## config.mk

```make
export PLATFORM = sky130hd
export DESIGN_NAME = int_trigger_gen
export DESIGN_NICKNAME = d
export VERILOG_FILES = /design/src/rtl/int_gen_pkg.sv /design/src/rtl/int_gen_channel.sv /design/src/rtl/int_trigger_gen.sv
export SDC_FILE = /design/constraint.sdc
export NUM_CORES = 1
export LEC_CHECK = 0
export CAP_MARGIN = 20
export CORE_MARGIN = 2
export CORE_UTILIZATION = 60
export DETAILED_ROUTE_END_ITERATION = 10
export DONT_BUFFER_PORTS = 1
export PLACE_DENSITY = 0.82
export RECOVER_POWER = 50
export SKIP_LAST_GASP = 1
export SYNTH_ARGS = -nofsm -noshare
export SYNTH_HDL_FRONTEND = slang
export SYNTH_SLANG_ARGS = --single-unit
```

## constraint.sdc

```tcl
create_clock -name clk -period 3 [get_ports clk]
set_input_delay 0.6 -clock clk [delete_from_list [all_inputs] [get_ports clk]]
set_output_delay 0.6 -clock clk [all_outputs]
set_load 0.01 [all_outputs]
```

## src/rtl/int_gen_pkg.sv

```systemverilog
// Shared types and constants for the interrupt trigger generator.
// Holds the per-channel state enum, the mode encodings, the spacing
// between channel acknowledge words, and a helper that returns the
// acknowledge address of a given channel.
package int_gen_pkg;

  typedef enum logic [1:0] {
    IDLE   = 2'd0,
    ARMED  = 2'd1,
    ASSERT = 2'd2,
    DONE   = 2'd3
  } chState_t;

  localparam logic MODE_PULSE = 1'b0;
  localparam logic MODE_LEVEL = 1'b1;

  localparam int ACK_STRIDE = 4;

  // Word address of channel ch's acknowledge register.
  function automatic logic [31:0] ackAddr(input logic [31:0] base, input int ch);
    return {base[31:2], 2'b00} + 32'(ACK_STRIDE * ch);
  endfunction

endpackage

```

## src/rtl/int_gen_channel.sv

```systemverilog
// One interrupt channel: the trigger FSM, its fire counter, the rearm
// guard and the level-mode watchdog.
// Ports:
//   clk, reset      clock and synchronous active-high reset
//   i_pc            CPU PC, word address bits only
//   i_ack           decoded store to this channel's acknowledge word
//   i_cfgWe         configuration write aimed at this channel
//   i_cfgEn         arm the channel on configuration
//   i_cfgLevel      1 = level mode, 0 = pulse mode
//   i_cfgPc         target PC, word address bits only
//   i_cfgCount      number of fires, 0 = unlimited
//   o_irq           registered interrupt line
//   o_done          registered "fire count exhausted"
//   o_timeoutErr    registered sticky watchdog error
module int_gen_channel
  import int_gen_pkg::*;
#(
  parameter int CW      = 4,
  parameter int TIMEOUT = 0
) (
  input  logic          clk,
  input  logic          reset,
  input  logic [31:2]   i_pc,
  input  logic          i_ack,
  input  logic          i_cfgWe,
  input  logic          i_cfgEn,
  input  logic          i_cfgLevel,
  input  logic [31:2]   i_cfgPc,
  input  logic [CW-1:0] i_cfgCount,
  output logic          o_irq,
  output logic          o_done,
  output logic          o_timeoutErr
);

  // A zero TIMEOUT still needs a legal one-bit counter; it is never used.
  localparam int WDW    = (TIMEOUT > 0) ? $clog2(TIMEOUT + 1) : 1;
  localparam int WD_LIM = (TIMEOUT > 0) ? TIMEOUT - 1 : 0;
  localparam logic [WDW-1:0] WD_LAST = WDW'(WD_LIM);

  chState_t      r_state,      w_state;
  logic [31:2]   r_targetPc,   w_targetPc;
  logic          r_level,      w_level;
  logic          r_finite,     w_finite;
  logic [CW-1:0] r_remaining,  w_remaining;
  logic          r_guard,      w_guard;
  logic [WDW-1:0] r_wdCnt,     w_wdCnt;
  logic          r_timeoutErr, w_timeoutErr;
  logic          r_irq;
  logic          r_done;
  logic          w_pcHit;

  assign w_pcHit = (i_pc == r_targetPc);

  always_ff @(posedge clk) begin
    if (reset) begin
      r_state      <= IDLE;
      r_targetPc   <= '0;
      r_level      <= MODE_PULSE;
      r_finite     <= 1'b0;
      r_remaining  <= '0;
      r_guard      <= 1'b0;
      r_wdCnt      <= '0;
      r_timeoutErr <= 1'b0;
      r_irq        <= 1'b0;
      r_done       <= 1'b0;
    end else begin
      r_state      <= w_state;
      r_targetPc   <= w_targetPc;
      r_level      <= w_level;
      r_finite     <= w_finite;
      r_remaining  <= w_remaining;
      r_guard      <= w_guard;
      r_wdCnt      <= w_wdCnt;
      r_timeoutErr <= w_timeoutErr;
      r_irq        <= (w_state == ASSERT);
      r_done       <= (w_state == DONE);
    end
  end

  // The guard only survives while the PC stays on the target; entering
  // ASSERT re-sets it so the CPU parked at the target cannot refire.
  // A configuration write overrides every other event this cycle, and
  // an ack beats a coincident watchdog expiry.
  always_comb begin
    w_state      = r_state;
    w_targetPc   = r_targetPc;
    w_level      = r_level;
    w_finite     = r_finite;
    w_remaining  = r_remaining;
    w_guard      = r_guard && w_pcHit;
    w_wdCnt      = r_wdCnt;
    w_timeoutErr = r_timeoutErr;
    if (i_cfgWe) begin
      w_targetPc   = i_cfgPc;
      w_level      = i_cfgLevel;
      w_finite     = (i_cfgCount != '0);
      w_remaining  = i_cfgCount;
      w_guard      = 1'b0;
      w_wdCnt      = '0;
      w_timeoutErr = 1'b0;
      w_state      = i_cfgEn ? ARMED : IDLE;
    end else begin
      case (r_state)
        ARMED: begin
          if (w_pcHit && !r_guard) begin
            w_state = ASSERT;
            w_guard = 1'b1;
            w_wdCnt = '0;
            if (r_finite && r_remaining != '0)
              w_remaining = r_remaining - 1'b1;
          end
        end
        ASSERT: begin
          if (r_level == MODE_PULSE || i_ack) begin
            w_state = (r_finite && r_remaining == '0) ? DONE : ARMED;
          end else if (TIMEOUT > 0) begin
            if (r_wdCnt == WD_LAST) begin
              w_timeoutErr = 1'b1;
              w_state      = DONE;
            end else begin
              w_wdCnt = r_wdCnt + 1'b1;
            end
          end
        end
        default: begin
        end
      endcase
    end
  end

  assign o_irq        = r_irq;
  assign o_done       = r_done;
  assign o_timeoutErr = r_timeoutErr;

endmodule

```

## src/rtl/int_trigger_gen.sv

```systemverilog
// Multi-channel external-interrupt stimulus generator. Decodes
// configuration writes and acknowledge stores, fans them out to NCH
// independent channels and ORs the channel lines into one interrupt.
// Ports:
//   clk, reset       clock and synchronous active-high reset
//   macroscopic_pc   architectural PC, bits [1:0] ignored
//   m_int_addr       interrupt-bus store address, bits [1:0] ignored
//   m_int_byteen     store byte enables, any set bit means a store
//   cfg_we/cfg_ch    configuration write strobe and target channel
//   cfg_en/level/pc/count  configuration payload
//   irq, done, timeout_err  per-channel registered status
//   interrupt        OR of irq
module int_trigger_gen
  import int_gen_pkg::*;
#(
  parameter int          NCH      = 4,
  parameter logic [31:0] ACK_BASE = 32'h0000_7f20,
  parameter int          CW       = 4,
  parameter int          TIMEOUT  = 0
) (
  input  logic           clk,
  input  logic           reset,
  input  logic [31:0]    macroscopic_pc,
  input  logic [31:0]    m_int_addr,
  input  logic [3:0]     m_int_byteen,
  input  logic           cfg_we,
  input  logic [2:0]     cfg_ch,
  input  logic           cfg_en,
  input  logic           cfg_level,
  input  logic [31:0]    cfg_pc,
  input  logic [CW-1:0]  cfg_count,
  output logic [NCH-1:0] irq,
  output logic           interrupt,
  output logic [NCH-1:0] done,
  output logic [NCH-1:0] timeout_err
);

  logic        w_store;
  logic [31:0] w_storeWord;
  logic        w_unusedBits;

  assign w_store      = |m_int_byteen;
  assign w_storeWord  = {m_int_addr[31:2], 2'b00};
  assign w_unusedBits = ^{macroscopic_pc[1:0], cfg_pc[1:0]};

  for (genvar c = 0; c < NCH; c++) begin : g_ch
    logic w_ack;
    logic w_cfgSel;

    assign w_ack    = w_store && (w_storeWord == ackAddr(ACK_BASE, c));
    assign w_cfgSel = cfg_we && (cfg_ch == 3'(c));

    int_gen_channel #(
      .CW      (CW),
      .TIMEOUT (TIMEOUT)
    ) u_channel (
      .clk          (clk),
      .reset        (reset),
      .i_pc         (macroscopic_pc[31:2]),
      .i_ack        (w_ack),
      .i_cfgWe      (w_cfgSel),
      .i_cfgEn      (cfg_en),
      .i_cfgLevel   (cfg_level),
      .i_cfgPc      (cfg_pc[31:2]),
      .i_cfgCount   (cfg_count),
      .o_irq        (irq[c]),
      .o_done       (done[c]),
      .o_timeoutErr (timeout_err[c])
    );
  end

  assign interrupt = |irq;

endmodule

```

After elaboration in Yosys (flattened, before gate mapping)
Cells that the tools add are included.
Word-level totals
  register bits after elaboration: 164
  input bits: 112
  output and inout bits: 13
Cells by class
  add/sub/neg operators: 4
  eq/ne operators: 27
  mux-type cells: 45
  bitwise operators: 4
  reductions and logical operators: 64
Operators with widths (number)
  30-bit by 13-bit == test with 1-bit output, second input constant: 4
  30-bit == test: 4
  4-bit 2-to-1 mux: 16
  2-bit 2-to-1 mux: 16
  2-bit == test, second input constant: 12
  1-bit logical AND: 24
  2-bit nonzero test: 12
  4-bit nonzero test: 5
  4-bit zero test: 4
  2-bit one-hot mux with 2 select lines: 4
  4-bit by 1-bit subtractor with 4-bit output, second input constant: 4
  3-bit AND reduction: 4
  1-bit 2-to-1 mux: 9
  2-bit by 1-bit == test with 1-bit output, second input constant: 4
  2-bit OR reduction: 4
  4-bit OR reduction: 2
  3-bit by 2-bit == test with 1-bit output, second input constant: 2
  1-bit zero test: 4
  1-bit logical OR: 4
  1-bit inverter: 4
  3-bit by 1-bit == test with 1-bit output, second input constant: 1
  3-bit zero test: 1

Longest topological paths before layout
Gate-level depths: netlist of run 1.
  depth after elaboration: 7
  depth in mapped cells: 8
  mapped depth without buffers: 7

Hierarchy
From an unflattened synthesis of run 1, not the netlist that was laid out.
Unflattened totals
  cell total of the unflattened synthesis: 871
  area, all modules: 8142.8 µm²
Modules (own cells, without submodules)
  int_gen_channel: times used 4, cells each 212, area an instance 1986.9 µm², seq. area each 820.8 µm²
  int_trigger_gen: times used 1, cells each 23, area an instance 195.2 µm², seq. area each 0.0 µm²

Worst setup path after synthesis of run 1
Ideal clock, no wire load.
  path kind: in2reg
  from: input port m_int_byteen[1]
  to: register g_ch[2].u_channel.r_done
  setup time: 0.133 ns
  data arrival time: 2.304 ns
  data required time: 2.867 ns
  slack: 0.563 ns
  stages on the path: 6
  cell sequence: or4_1 and4_1 a41oi_2 mux2_2 a211oi_1 nor3_1
On the way
  longest elaborated chain between the ends: 7
Ends and longest elaborated chain
  start: declaration: line int_trigger_gen.sv:25  | input logic [3:0] m_int_byteen,
  4-bit OR reduction: line int_trigger_gen.sv:42  | assign w_store = |m_int_byteen;
  1-bit logical AND: line int_trigger_gen.sv:50  | assign w_ack = w_store && (w_storeWord == ackAddr(ACK_BASE, c));
  1-bit logical OR: line int_gen_channel.sv:114  | if (r_level == MODE_PULSE || i_ack) begin
  2-bit 2-to-1 mux: line int_gen_channel.sv:114
  2-bit one-hot mux with 2 select lines: line int_gen_channel.sv:103  | case (r_state)
  2-bit 2-to-1 mux: line int_gen_channel.sv:93  | if (i_cfgWe) begin
  2-bit == test: line int_gen_channel.sv:76  | r_done <= (w_state == DONE);
  end signal: assignment: line int_gen_channel.sv:76
  end: declaration: line int_gen_channel.sv:49  | logic r_done;
Every way passes these cells.
A chain may end at the register's enable or synchronous reset.

Worst setup path after layout of run 1
  from: input port cfg_ch[2]
  to: register g_ch[3].u_channel.r_done
On the way
  longest elaborated chain between the ends: 4
Ends and longest elaborated chain
  start: declaration: line int_trigger_gen.sv:27  | input logic [2:0] cfg_ch,
  3-bit by 2-bit == test with 1-bit output: line int_trigger_gen.sv:51  | assign w_cfgSel = cfg_we && (cfg_ch == 3'(c));
  1-bit logical AND: line int_trigger_gen.sv:51
  2-bit 2-to-1 mux: line int_gen_channel.sv:93
  2-bit == test: line int_gen_channel.sv:76
  end signal: assignment: line int_gen_channel.sv:76
  end: declaration: line int_gen_channel.sv:49
Every way passes these cells.

==> results of run 1 <==
[layout by cell type, fill, tap and decap left out, drive strengths merged, types with 7 or more instances in the layout]
cell type / count
nand2: 261
dfxtp: 164
a21oi: 129
xnor2: 73
xor2: 55
nor2: 46
nor4: 29
nand4: 28
inv: 24
clkbuf: 20
a211oi: 18
ha: 16
nor3: 13
buf: 11
and3: 7
[critical path, cell delays in order]
cell and delay (ns):
and4b_1 0.30, clkbuf_1 1.36, nor3_1 0.08, a21oi_1 0.28
nor4b_1 0.27
[layout make-up]
cell class / count / area (sq um) / share of cell area, %
Clock buffer: 18 / 439 / 4.93
Clock inverter: 14 / 176 / 1.98
Inverter: 21 / 78.8 / 0.885
Multi-Input combinational cell: 766 / 4620 / 51.8
Sequential cell: 164 / 3280 / 36.9
Tap cell: 180 / 225 / 2.53
Timing Repair Buffer: 13 / 90.1 / 1.01
[power by group through the flow]
| stage | sequential (mW) | combinational (mW) | clock [mW] |
|---|---|---|---|
| finish | 2.26 | 0.338 | 2.28 |
| global route | 2.26 | 0.369 | 2.38 |
| CTS | 2.26 | 0.335 | 2.29 |
| detailed placement | 2.31 | 0.331 | 0 |
| global placement | 2.30 | 0.326 | 0 |
| floorplan | 2.30 | 0.306 | 0 |
[path summary, 6_finish.rpt]
check                                                      start                          endpoint  slack, ns  cells after the start
worst max-delay path                                   cfg_ch[2]          g_ch[3].u_channel.o_done       0.43                      5
worst min-delay path                                       reset      g_ch[0].u_channel.r_state[0]       0.23                      1
worst max register to register  g_ch[1].u_channel.r_targetPc[14]  g_ch[1].u_channel.r_remaining[2]       0.66                      6
worst min register to register         g_ch[1].u_channel.r_level         g_ch[1].u_channel.r_level       0.46                      2
[cells in the mapped netlist (6+ instances only)]
master,number
nand2_1,261
dfxtp_1,164
a21oi_1,129
xnor2_1,68
xor2_1,53
nor2_1,46
clkbuf_1,44
nand4_1,26
inv_1,21
nor4_1,18
a211oi_1,16
ha_1,16
buf_4,12
nor3_1,12
nor4_2,10
and3_1,7
buf_1,7
o21ai_0,6
or3_1,6
[logic make-up (layout without fill, tap and decap cells)]
kind of cell	Yosys count	count (layout)
AOI/OAI and AO/OA	178	178
xor gates and xnor gates	128	128
adders and majority gates	16	16
buffers and inverters	94	66
DFF	164	164
muxes	6	6
other	1	4
and+or+nand+nor	434	434
[metal layers]
metal / track usage (%) / routed length, um
met1: 36.4 / 8920
met3: 7.54 / 1820
met2: 48.4 / 10300
met4: 12.8 / 745
met5: 0 / 0
[flip-flops by register name (all words and copies together), names as in the netlist]
register	cells
g_ch.u_channel.r_targetPc	120
g_ch.u_channel.r_remaining	16
g_ch.u_channel.r_state	8
g_ch.u_channel.o_done	4
g_ch.u_channel.o_irq	4
g_ch.u_channel.r_finite	4
g_ch.u_channel.r_guard	4
g_ch.u_channel.r_level	4
==> out/qor.txt, run 1 <==
layout cells sized above 1: 7.43%
number of diodes: 0
starting density of the core: 60.7%
CTS clk-pin slew, worst paths: 0.06 ns
share of the synthesized area in the top cell type: 39.4%
main combinational cell family by area after synthesis: simple AND/OR/NAND/NOR gates
CP required: 3.33 ns
CTS tree: yes
Post-synth EDFFs: 0
Final HPWL DP: 15.0 mm
CTS root buffer: clkbuf_16
PwrDens: 547 mW/mm^2
Clk pwr share: 46.8%
Psw: 1.16 mW
ys flop type: dfxtp_1
drt pass-1 iters: 6
Synth Area in Compound Gates: 12.6%
Layout Cells excl Fill: 1176
Syn Area/Cell: 8.16 sq um
Core Area: 0.0137 sq mm
Logic pwr share: 6.9%
clk buf depth: 2
synth-to-layout area growth: 6.96%
area of placed instances: 0.00831 sq mm
Mapped Area: 0.00833 sq mm
Slew Limit Fails: 35
relative slew slack: -24.0%
Layout fillers: 1122
dpl cells: 1144
drt via density: 5.92
Place WS: 0.395 ns
# resized after CTS: 0
vias in the first global route: 6611
gpl congestion: 0.917
Die H: 122 um
flops & latches, synth: 164
total grt overflow: 0
Setup TNS Final: 0 ns
H-Tree Depth: 4
via count: 6960
Power, Total: 4.87 mW
die area: 0.0148 sq mm
RSZ-0062 raised after global routing: no
hold-fix buffer count after cts: 0
Ports: 125
gr usage total: 29.4%
antenna-violating nets left: 0
Seq/Total Area, Yosys: 39.4%
ys async rst share: 0%
post-layout minimum cycle time: 2.57 ns
setup ws final: 0.428 ns
Sw Share: 23.9%
final cycle utilization of the critical path: 85.7%
Internal: 3.71 mW
clock latency on the worst-skew pair: 0.44 ns
Synth Warn #: 0
Hold Path Class: in -> reg
Worst Path Max Fanout: 34
final instance area: 0.00891 sq mm
Adder-Cell Fraction of Synth Area: 2.40%
Clock Skew: 0.0122 ns
Iter 0 DRT Violations: 662
Synth area leader: dfxtp_1
final hold viol count: 0
initial antenna violation count: 0
routed wire length: 21.8 mm
maximum vdd ir drop: 0.512 mV
Syn Inst Count: 1021
Peak Freq: 0.389 GHz
outcome: finished with violations
synth top area cells: dfxtp_1 39%, nand2_1 12%, a21oi_1 7.8%, xnor2_1 7.2%, xor2_1 5.6%
Yosys cell types: 67
mux cell area share after synthesis: 0.751%
Static Leak: 3.09 nW
kind of critical path: in -> reg
number of post-CTS setup repair buffers: 0
Sequential Power Share: 46.3%
Setup-failing EPs final: 0
I/O Buffers: 0
Worst-Margin Slew: 1.86 ns
total of max-cap violations: 1
residual DRC count: 0
Util after Layout: 64.9%
Post-Synth Simple-Gate Area: 25.4%
worst endpoint data arrival time: 2.90 ns
Die Wd: 122 um
Setup crit end kind: flip-flop
CTS sink cnt: 164
Final nets: 1111
Hold WS: 0.235 ns
WL/cell: 18.5 um
largest net degree at the start of global routing: 153
number of buffers created by CTS: 17
failing checks: max-capacitance violations, max-slew violations
Post-Synth XOR/XNOR Area: 14.1%
Worst setup SP type: input pin
first-pass GRT wire length: 33.4 mm
Row Count: 43
Note: power is estimated with default switching activity, not from simulation.
==> run 2, diff against run 1 <==
--- a/config.mk
+++ b/config.mk
@@ -6,13 +6,13 @@
 export NUM_CORES = 1
 export LEC_CHECK = 0
 export CAP_MARGIN = 20
+export CORE_ASPECT_RATIO = 1.1
 export CORE_MARGIN = 2
 export CORE_UTILIZATION = 60
 export DETAILED_ROUTE_END_ITERATION = 10
 export DONT_BUFFER_PORTS = 1
 export PLACE_DENSITY = 0.82
 export RECOVER_POWER = 50
-export SKIP_LAST_GASP = 1
 export SYNTH_ARGS = -nofsm -noshare
 export SYNTH_HDL_FRONTEND = slang
 export SYNTH_SLANG_ARGS = --single-unit
==> out/qor.txt, run 2 (synthesized netlist as in run 1, its figures left out) <==
outcome: finished with violations
failing checks: max-capacitance violations, max-slew violations
Worst R2R Path Depth: 6
total of max-cap violations: 2
gpl congestion: 0.916
Setup crit end kind: flip-flop
Internal: 3.69 mW
kind of critical path: in -> reg
H-Tree Depth: 4
Layout fillers: 1156
Sequential Power Share: 46.7%
RSZ-0062 raised after global routing: no
routed wire length: 22.0 mm
Worst setup SP type: input pin
Clock Skew: 0.0118 ns
number of post-CTS setup repair buffers: 0
# resized after CTS: 0
area of placed instances: 0.00832 sq mm
I/O Buffers: 0
Core Area: 0.0137 sq mm
max reg flops: 120
commonest cells after routing, fill and taps aside: 261 x nand2_1, 164 x dfxtp_1, 129 x a21oi_1
largest net degree at the start of global routing: 153
Top reg by flops: g_ch.u_channel.r_targetPc
total grt overflow: 0
Die H: 128 um
PwrDens: 543 mW/mm^2
CTS tree: yes
Setup-failing EPs final: 0
Layout Cells excl Fill: 1185
starting density of the core: 60.9%
gr usage total: 30.2%
Logic pwr share: 7.1%
Sw Share: 23.8%
relative slew slack: -39.2%
number of buffers created by CTS: 17
hold-fix buffer count after cts: 0
clock latency on the worst-skew pair: 0.43 ns
Peak Freq: 0.380 GHz
final instance area: 0.00890 sq mm
post-layout minimum cycle time: 2.63 ns
initial antenna violation count: 0
antenna-violating nets left: 0
dpl cells: 1153
worst endpoint data arrival time: 2.96 ns
number of diodes: 0
Psw: 1.15 mW
final cycle utilization of the critical path: 87.8%
drt via density: 5.90
Ports: 125
Final nets: 1112
Final HPWL DP: 15.3 mm
Util after Layout: 65.1%
CTS sink cnt: 164
biggest regs: g_ch.u_channel.r_targetPc x120, g_ch.u_channel.r_remaining x16, g_ch.u_channel.r_state x8
Worst Path Max Fanout: 33
commonest non-fill, non-tap cell in the layout: nand2_1
Row Count: 45
maximum vdd ir drop: 0.366 mV
WL/cell: 18.6 um
layout cells sized above 1: 7.22%
CTS root buffer: clkbuf_16
synth-to-layout area growth: 6.91%
residual DRC count: 0
first-pass GRT wire length: 34.2 mm
Clk pwr share: 46.3%
Hold Path Class: in -> reg
clk buf depth: 2
die area: 0.0148 sq mm
Die Wd: 116 um
Hold Path Depth: 1
Static Leak: 3.09 nW
Iter 0 DRT Violations: 749
Setup TNS Final: 0 ns
vias in the first global route: 6528
drt pass-1 iters: 5
Worst-Margin Slew: 2.09 ns
final hold viol count: 0
Slew Limit Fails: 73
via count: 6994
CP required: 3.33 ns
CTS clk-pin slew, worst paths: 0.06 ns
-- run 2: changes by cell type in the layout (fill, tap and decap cells not counted), sizes merged --
cell	delta
buf	-2
clkbuf	+3
clkinv	+2
clkinvlp	-2
-- run 2: cell type report --
cell class,instances,area [sq um],area share [%]
Multi-Input combinational cell,766,4620,51.8
Sequential cell,164,3280,36.9
Clock buffer,18,429,4.82
Tap cell,188,235,2.64
Clock inverter,14,175,1.97
Timing Repair Buffer,14,87.6,0.984
Inverter,21,78.8,0.885
-- run 2: power by group through the flow --
stage          logic [mW]  clock network [mW]  registers, mW
5_1_grt             0.372                2.35           2.26
3_5_place_dp        0.336                   0           2.31
6_report            0.343                2.24           2.26
3_3_place_gp        0.330                   0           2.30
2_1_floorplan       0.306                   0           2.30
4_1_cts             0.340                2.25           2.26
-- run 2: worst max-delay path, stage by stage --
cell and delay, ns:
nand2b_1 0.17, nor2_1 0.17, and2_0 0.20, clkbuf_1 1.38, nor2_1 0.12, a211oi_1 0.30
-- run 2: through the flow --
stage	hold WS [ns]	setup WS (ns)	power, mW
global placement	0.439	0.368	2.63
finish	0.243	0.365	4.84
global route	0.238	0.290	4.98
detailed placement	0.444	0.378	2.64
floorplan	0.436	0.563	2.61
CTS	0.244	0.641	4.85
-- run 2: layer usage --
metal | GRT usage, % | wire (um)
met1 | 37.9 | 8790
met2 | 47.0 | 10300
met3 | 8.06 | 1860
met4 | 16.4 | 1050
met5 | 0 | 0
-- run 2: path summary, 6_finish.rpt --
check                                          end                             start  slack, ns
setup / recovery        g_ch[2].u_channel.r_finite                         cfg_ch[2]       0.37
hold / removal        g_ch[3].u_channel.r_state[0]                             reset       0.24
setup reg to reg  g_ch[1].u_channel.r_remaining[2]  g_ch[1].u_channel.r_targetPc[14]       0.62
hold reg to reg          g_ch[3].u_channel.r_level         g_ch[3].u_channel.r_level       0.45
